[config.mk]
export PLATFORM = sky130hd
export DESIGN_NAME = fft_disp_sched_flat
export DESIGN_NICKNAME = d
export VERILOG_FILES = /design/src/rtl/fft_disp_sched_if.sv /design/src/rtl/fft_disp_sched.sv /design/src/flat_wrapper.sv
export SDC_FILE = /design/constraint.sdc
export NUM_CORES = 1
export LEC_CHECK = 0
export ABC_AREA = 1
export CORE_ASPECT_RATIO = 0.8
export CORE_MARGIN = 5
export CORE_UTILIZATION = 27
export CTS_BUF_LIST = sky130_fd_sc_hd__clkbuf_16
export DETAILED_ROUTE_END_ITERATION = 12
export SETUP_SLACK_MARGIN = 0.05
export SYNTH_ARGS = -nofsm -noshare
export SYNTH_HDL_FRONTEND = slang
export SYNTH_SLANG_ARGS = --single-unit
[constraint.sdc]
create_clock -name clk -period 1.8 [get_ports clk]
set_input_delay 0.36 -clock clk [delete_from_list [all_inputs] [get_ports clk]]
set_output_delay 0.36 -clock clk [all_outputs]
set_load 0.02 [all_outputs]
[src/rtl/fft_disp_sched_if.sv]
// FFT result stream into the display scheduler: run control pulses and the current output bin.
interface fft_disp_sched_if #(
    parameter int BW = 34
) ();
    logic                 en_FFT;
    logic                 finish_FFT;
    logic                 en_comp;
    logic                 done_all;
    logic signed [BW-1:0] Re_in;
    logic signed [BW-1:0] Im_in;

    modport master (
        output en_FFT, finish_FFT, en_comp, done_all, Re_in, Im_in
    );

    modport slave (
        input en_FFT, finish_FFT, en_comp, done_all, Re_in, Im_in
    );
endinterface

[src/rtl/fft_disp_sched.sv]
// FFT demo display scheduler: BCD run timer, peak-bin tracker, key debounce, 4-digit scan.
// Optional macro PEAK_HOLD_EN keeps the peak across runs; key[1] press (or reset) clears it.
//
// state   | meaning
// IDLE    | no run since reset
// TIMING  | run in progress, time BCD counting up
// COLLECT | FFT finished, bins streaming, time frozen
// DONE    | all results held until the next en_FFT
module fft_disp_sched #(
    parameter int BW       = 34,
    parameter int N        = 32,
    parameter int DEB_CYC  = 999999,
    parameter int SCAN_CYC = 1000
) (
    input  logic            clk,
    input  logic            rst_n,
    input  logic [1:0]      key,
    fft_disp_sched_if.slave fft,
    output logic [3:0]      dig,
    output logic [3:0]      digit,
    output logic [3:0]      led,
    output logic            busy
);
    localparam logic [1:0] S_IDLE    = 2'd0;
    localparam logic [1:0] S_TIMING  = 2'd1;
    localparam logic [1:0] S_COLLECT = 2'd2;
    localparam logic [1:0] S_DONE    = 2'd3;

    localparam int DW = (DEB_CYC > 1) ? $clog2(DEB_CYC) : 1;
    localparam int SW = (SCAN_CYC > 1) ? $clog2(SCAN_CYC) : 1;
    localparam int NW = (N > 1) ? $clog2(N) : 1;

    localparam logic [DW-1:0] DEB_LOAD  = DW'(DEB_CYC - 1);
    localparam logic [SW-1:0] SCAN_LOAD = SW'(SCAN_CYC - 1);
    localparam logic [NW-1:0] LAST_BIN  = NW'(N - 1);
    localparam logic [15:0]   BCD_MAX   = 16'h9999;

    function automatic logic [15:0] bcd_inc(input logic [15:0] v);
        logic [15:0] r;
        logic        c;
        r = v;
        c = 1'b1;
        for (int i = 0; i < 4; i++) begin
            if (c) begin
                if (v[i*4 +: 4] == 4'd9) begin
                    r[i*4 +: 4] = 4'd0;
                end else begin
                    r[i*4 +: 4] = v[i*4 +: 4] + 4'd1;
                    c = 1'b0;
                end
            end
        end
        return r;
    endfunction

    logic [1:0]    state;
    logic [15:0]   time_bcd;
    logic [15:0]   bin_bcd;
    logic [NW-1:0] bin_cnt;
    logic [15:0]   peak_bin;
    logic [16:0]   peak_mag;
    logic          run;
    logic          bin_ok;
    logic          last_bin;

    logic signed [7:0]  re8;
    logic signed [7:0]  im8;
    logic signed [15:0] re_sq;
    logic signed [15:0] im_sq;
    logic [16:0]        mag;
    logic               unused_lsbs;

    assign re8         = fft.Re_in[BW-1 -: 8];
    assign im8         = fft.Im_in[BW-1 -: 8];
    assign re_sq       = re8 * re8;
    assign im_sq       = im8 * im8;
    assign mag         = {1'b0, re_sq} + {1'b0, im_sq};
    assign unused_lsbs = ^{fft.Re_in[BW-9:0], fft.Im_in[BW-9:0]};

    assign run      = (state == S_TIMING) || (state == S_COLLECT);
    assign bin_ok   = run && fft.en_comp;
    assign last_bin = bin_ok && (bin_cnt == LAST_BIN);

    always_ff @(posedge clk or negedge rst_n) begin
        if (!rst_n) begin
            state <= S_IDLE;
        end else if (fft.en_FFT) begin
            state <= S_TIMING;
        end else begin
            case (state)
                S_TIMING:  if (fft.finish_FFT) state <= S_COLLECT;
                S_COLLECT: if (fft.done_all || last_bin) state <= S_DONE;
                default:   state <= state;
            endcase
        end
    end

    // The finish_FFT cycle itself is not counted: time freezes on that edge.
    always_ff @(posedge clk or negedge rst_n) begin
        if (!rst_n) begin
            time_bcd <= '0;
        end else if (fft.en_FFT) begin
            time_bcd <= '0;
        end else if (state == S_TIMING && !fft.finish_FFT && time_bcd != BCD_MAX) begin
            time_bcd <= bcd_inc(time_bcd);
        end
    end

    always_ff @(posedge clk or negedge rst_n) begin
        if (!rst_n) begin
            bin_bcd <= '0;
            bin_cnt <= '0;
        end else if (fft.en_FFT) begin
            bin_bcd <= '0;
            bin_cnt <= '0;
        end else if (bin_ok) begin
            if (bin_bcd != BCD_MAX) bin_bcd <= bcd_inc(bin_bcd);
            bin_cnt <= bin_cnt + NW'(1);
        end
    end

    logic [1:0] key_s1;
    logic [1:0] key_s2;
    logic [1:0] press;

    always_ff @(posedge clk or negedge rst_n) begin
        if (!rst_n) begin
            key_s1 <= 2'b11;
            key_s2 <= 2'b11;
        end else begin
            key_s1 <= key;
            key_s2 <= key_s1;
        end
    end

    // A differing sample reloads nothing; DEB_CYC differing samples in a row flip the state.
    for (genvar g = 0; g < 2; g++) begin : g_key
        logic [DW-1:0] cnt;
        logic          stable;
        logic          pulse;

        always_ff @(posedge clk or negedge rst_n) begin
            if (!rst_n) begin
                cnt    <= DEB_LOAD;
                stable <= 1'b1;
                pulse  <= 1'b0;
            end else begin
                pulse <= 1'b0;
                if (key_s2[g] == stable) begin
                    cnt <= DEB_LOAD;
                end else if (cnt == '0) begin
                    stable <= key_s2[g];
                    cnt    <= DEB_LOAD;
                    pulse  <= ~key_s2[g];
                end else begin
                    cnt <= cnt - DW'(1);
                end
            end
        end

        assign press[g] = pulse;
    end

    always_ff @(posedge clk or negedge rst_n) begin
        if (!rst_n) begin
            peak_bin <= '0;
            peak_mag <= '0;
`ifdef PEAK_HOLD_EN
        end else if (press[1]) begin
            peak_bin <= '0;
            peak_mag <= '0;
        end else if (bin_ok && !fft.en_FFT && mag > peak_mag) begin
            peak_bin <= bin_bcd;
            peak_mag <= mag;
        end
`else
        end else if (fft.en_FFT) begin
            peak_bin <= '0;
            peak_mag <= '0;
        end else if (bin_ok && mag > peak_mag) begin
            peak_bin <= bin_bcd;
            peak_mag <= mag;
        end
`endif
    end

    logic [2:0] mode;
    logic       blank;

    always_ff @(posedge clk or negedge rst_n) begin
        if (!rst_n) begin
            mode  <= 3'b001;
            blank <= 1'b0;
        end else begin
            if (press[0]) mode <= {mode[1:0], mode[2]};
            if (press[1]) blank <= ~blank;
        end
    end

    logic [SW-1:0] scan_cnt;
    logic [1:0]    idx;
    logic [15:0]   src;
    logic [3:0]    nib;

    always_ff @(posedge clk or negedge rst_n) begin
        if (!rst_n) begin
            scan_cnt <= SCAN_LOAD;
            idx      <= 2'd0;
        end else if (scan_cnt == '0) begin
            scan_cnt <= SCAN_LOAD;
            idx      <= idx + 2'd1;
        end else begin
            scan_cnt <= scan_cnt - SW'(1);
        end
    end

    always_comb begin
        src = time_bcd;
        case (mode)
            3'b010:  src = peak_bin;
            3'b100:  src = peak_mag[16:1];
            default: src = time_bcd;
        endcase
        nib = src[{idx, 2'b00} +: 4];
    end

    always_ff @(posedge clk or negedge rst_n) begin
        if (!rst_n) begin
            dig   <= 4'b1111;
            digit <= 4'd0;
        end else begin
            dig   <= blank ? 4'b1111 : ~(4'b0001 << idx);
            digit <= nib;
        end
    end

    assign busy = run;
    assign led  = {run, blank ? 3'b000 : mode};
endmodule

[src/flat_wrapper.sv]
// flat-port wrapper written by rule: the top's interface ports become plain ports
module fft_disp_sched_flat 
#(
    parameter int BW       = 34,
    parameter int N        = 32,
    parameter int DEB_CYC  = 999999,
    parameter int SCAN_CYC = 1000
)
  (clk, rst_n, key, dig, digit, led, busy, fft_en_FFT, fft_finish_FFT, fft_en_comp, fft_done_all, fft_Re_in, fft_Im_in);
  fft_disp_sched_if #(.BW(BW)) fft_i ();
  input  logic clk;
  input  logic rst_n;
  input  logic [1:0] key;
  output logic [3:0] dig;
  output logic [3:0] digit;
  output logic [3:0] led;
  output logic busy;
  input wire logic [$bits(fft_i.en_FFT)-1:0] fft_en_FFT;
  input wire logic [$bits(fft_i.finish_FFT)-1:0] fft_finish_FFT;
  input wire logic [$bits(fft_i.en_comp)-1:0] fft_en_comp;
  input wire logic [$bits(fft_i.done_all)-1:0] fft_done_all;
  input wire logic [$bits(fft_i.Re_in)-1:0] fft_Re_in;
  input wire logic [$bits(fft_i.Im_in)-1:0] fft_Im_in;
  assign fft_i.en_FFT = fft_en_FFT;
  assign fft_i.finish_FFT = fft_finish_FFT;
  assign fft_i.en_comp = fft_en_comp;
  assign fft_i.done_all = fft_done_all;
  assign fft_i.Re_in = fft_Re_in;
  assign fft_i.Im_in = fft_Im_in;
  fft_disp_sched #(.BW(BW), .N(N), .DEB_CYC(DEB_CYC), .SCAN_CYC(SCAN_CYC)) u_core (.clk(clk), .rst_n(rst_n), .key(key), .fft(fft_i), .dig(dig), .digit(digit), .led(led), .busy(busy));
endmodule
==> metrics <==
Synth area leader=dfrtp_1; main area contributors after synthesis=dfrtp_1 19%, fa_1 12%, ha_1 11%; post-route ant nets=0; DR iter-0 viols=approximately 630; Core Region=between 40000 and 50000 um2; die extent in x=around 260 um; endpoints failing setup=33; Wirelength per Cell=12.1 um; post-synthesis cell type count=52; max_cap viols=0; Final HPWL DP=25600 um; Worst-path clk slew=about 60 ps; FF+latch count, synth=around 140; worst reg2reg startpoint=u_core.peak_mag[8]; gr ovfl total=0; num rows=73; worst-skew pair later-pin latency=roughly 430 ps; Vias/cell=between 4 and 5; GRT Total Usage=12.1%; fmax=about 170 MHz; via count=around 12000; CTS Sinks=144; largest net degree at the start of global routing=46; global-route wire length before repair=between 50000 and 60000 um; crit path time final=about 5800 ps; Worst Hold Class=primary input to register; CTS Root Cell=clkbuf_16; Tcrit/Tclk final=321%; Crit path required time=2110 ps; status=finished, violations left; Synth top cells by count=362 x nand2_1, 357 x inv_1, 126 x nor2_1; top-count cell post-synth=nand2_1; Placer Congestion=between 0.8 and 0.9; top cell type's share of synthesized area=19.1%; CP max FO=7; H-tree depth=4; DRT Wirelength=32700 um; Crit. Startpoint=fft_Re_in[31]; crit end category=register; Ys Warns=0; antenna cells=0; number of flops mapped to enable cells by yosys=0; share of post-route cells with drive strength above 1=32.8%; Max-slew headroom=75.4%; Startpoint Class=primary input; slowest cell delay on critical path=between 500 and 600 ps; Slew Limit Fails=0; initial antenna violation count=0; first drt pass iteration count=5; worst slew pin tran=369 ps; Cells after DPL=2613; clk_skew=7.46 ps; Max Root-Sink Buffers=2; violated checks=negative setup slack; num ports=just under 90; syn nets=between 1500 and 2000; Die Area=about 55000 um2; RSZ-0062 raised after global routing=yes; top_reg_cell synth=dfrtp_1; hold path startpoint=key[0]; CTS buffer count=17; CTS tree=built; share of flip-flops with an asynchronous set or reset=100%; synthesis-to-finish area growth=37.1%; worst hold slack=341 ps; mapped cell area=about 14000 um2; DRC violations left=0; Initial Util=between 20% and 30%; Arr. time, crit path=approximately 6100 ps; Finished Layout Cells=2698; vias in the first global route=12000; Worst path slowest cell=fa_1; Crit Path Category=primary input to register; Hold Vio Cnt, Final=0; r2r setup slk=-140 ps; final setup margin=-3970 ps; Die Y=210 um; Mapped Cells=between 1500 and 2000; setup TNS=-130370 ps; Avg Inst Size Synth=approximately 7.9 um2; Seq/Total Area, Yosys=between 20 and 30%; Nets=~2300; most used cell, CP=fa_1; # port buffers=36
-- routing by layer --
layer	vias to the layer above	part of all wire [%]	track usage, %
li1	5929	-	-
met1	5655	48	16.9
met2	130	48	20.6
met3	34	2.0	1.47
met4	0	1.3	2.40
met5	-	0	0
-- worst max-delay path: cells and delay by family --
| family | cells | cell delay (ps) |
|---|---|---|
| fa+ha+maj | 7 | 2880 |
| simple gates | 19 | 1710 |
| xor+xnor | 1 | 190 |
| buf+inv | 9 | 940 |
-- flip-flops by register name (all words and copies together) (netlist names) --
signal	cells
u_core.bin_bcd	16
u_core.bin_cnt	5
u_core.blank	1
u_core.dig	4
u_core.digit	4
u_core.g_key.cnt	40
u_core.g_key.pulse	2
u_core.g_key.stable	2
u_core.idx	2
u_core.key_s1	2
u_core.key_s2	2
u_core.mode	3
u_core.peak_bin	16
u_core.peak_mag	17
u_core.scan_cnt	10
u_core.state	2
u_core.time_bcd	16
-- path summary, 6_finish.rpt --
path                       depth (start not counted)                  end
setup / recovery                                  36  u_core.peak_bin[10]
min in group asynchronous                          2      u_core.digit[2]
setup reg to reg                                  13  u_core.peak_bin[10]
hold reg to reg                                    0     u_core.key_s2[1]
max in group asynchronous                          3   u_core.scan_cnt[8]
hold / removal                                     1     u_core.key_s1[0]
-- cell families (layout without fill, tap and decap cells) --
group	count (synthesis)	after routing	synth area share, %
AOI/OAI and AO/OA	155	155	6.53
and+or+nand+nor	722	722	25.4
adders and majority gates	204	204	23.6
DFF	144	144	27.1
xor gates and xnor gates	81	81	5.25
buffers and inverters	409	715	12.1
muxes	2	2	0.148
-- cell usage in the layout, fill, tap and decap left out, drive strengths merged --
cell type / Yosys / routed
nand2: 371 / 371
inv: 362 / 362
buf: 25 / 296
nor2: 138 / 138
ha: 120 / 120
nand3: 120 / 120
dfrtp: 103 / 103
fa: 84 / 84
a21oi: 64 / 64
o21ai: 62 / 62
xor2: 53 / 53
nand4: 48 / 48
dfstp: 41 / 41
xnor2: 28 / 28
clkbuf: 19 / 23
nor3: 23 / 23
clkinv: 3 / 11
o21bai: 9 / 9
clkdlybuf4s50: 0 / 8
nor4: 8 / 8
or2: 7 / 7
o221ai: 6 / 6
clkinvlp: 0 / 5
dlygate4sd2: 0 / 5
o22ai: 4 / 4
bufinv: 0 / 3
nand3b: 3 / 3
o2111ai: 3 / 3
o21a: 2 / 2
o211ai: 2 / 2
a31oi: 2 / 2
mux2i: 2 / 2
nor3b: 2 / 2
and2: 2 / 2
a21o: 1 / 1
dlygate4sd3: 0 / 1
dlymetal6s2s: 0 / 1
-- layout make-up --
type                    instances  area (um2)
clock inverters                15         170
fillers                      4919       31100
repair inverters                1        7.51
clock buffers                  17         425
flip-flops and latches        144        3660
multi-input cells            1164        9270
inverters                     365        1400
repair buffers                317        2750
well taps                     675         845
-- per-stage QoR --
stage | area [um2] | util, % | setup slack (ps)
after CTS | 18000 | 36.3 | -3910
after detailed placement | 16700 | 33.8 | -4980
after global placement | 16700 | 33.8 | -4880
after floorplan | 14100 | - | -3810
final | 18500 | 37.3 | -3970
after global routing | 18500 | 37.3 | -4230
-- timing repair --
action	in CTS	in global routing
setup buffers	31	18
hold buffers	1	0
pin swaps	58	76
gates cloned	3	3
endpoints found under the hold margin	28	0
endpoints found under the setup margin	43	84
gates resized for setup	200	101
Power is left out: the tool's default activity adds up to more than one toggle a clock period on the data nets, which glitch-free logic cannot reach.
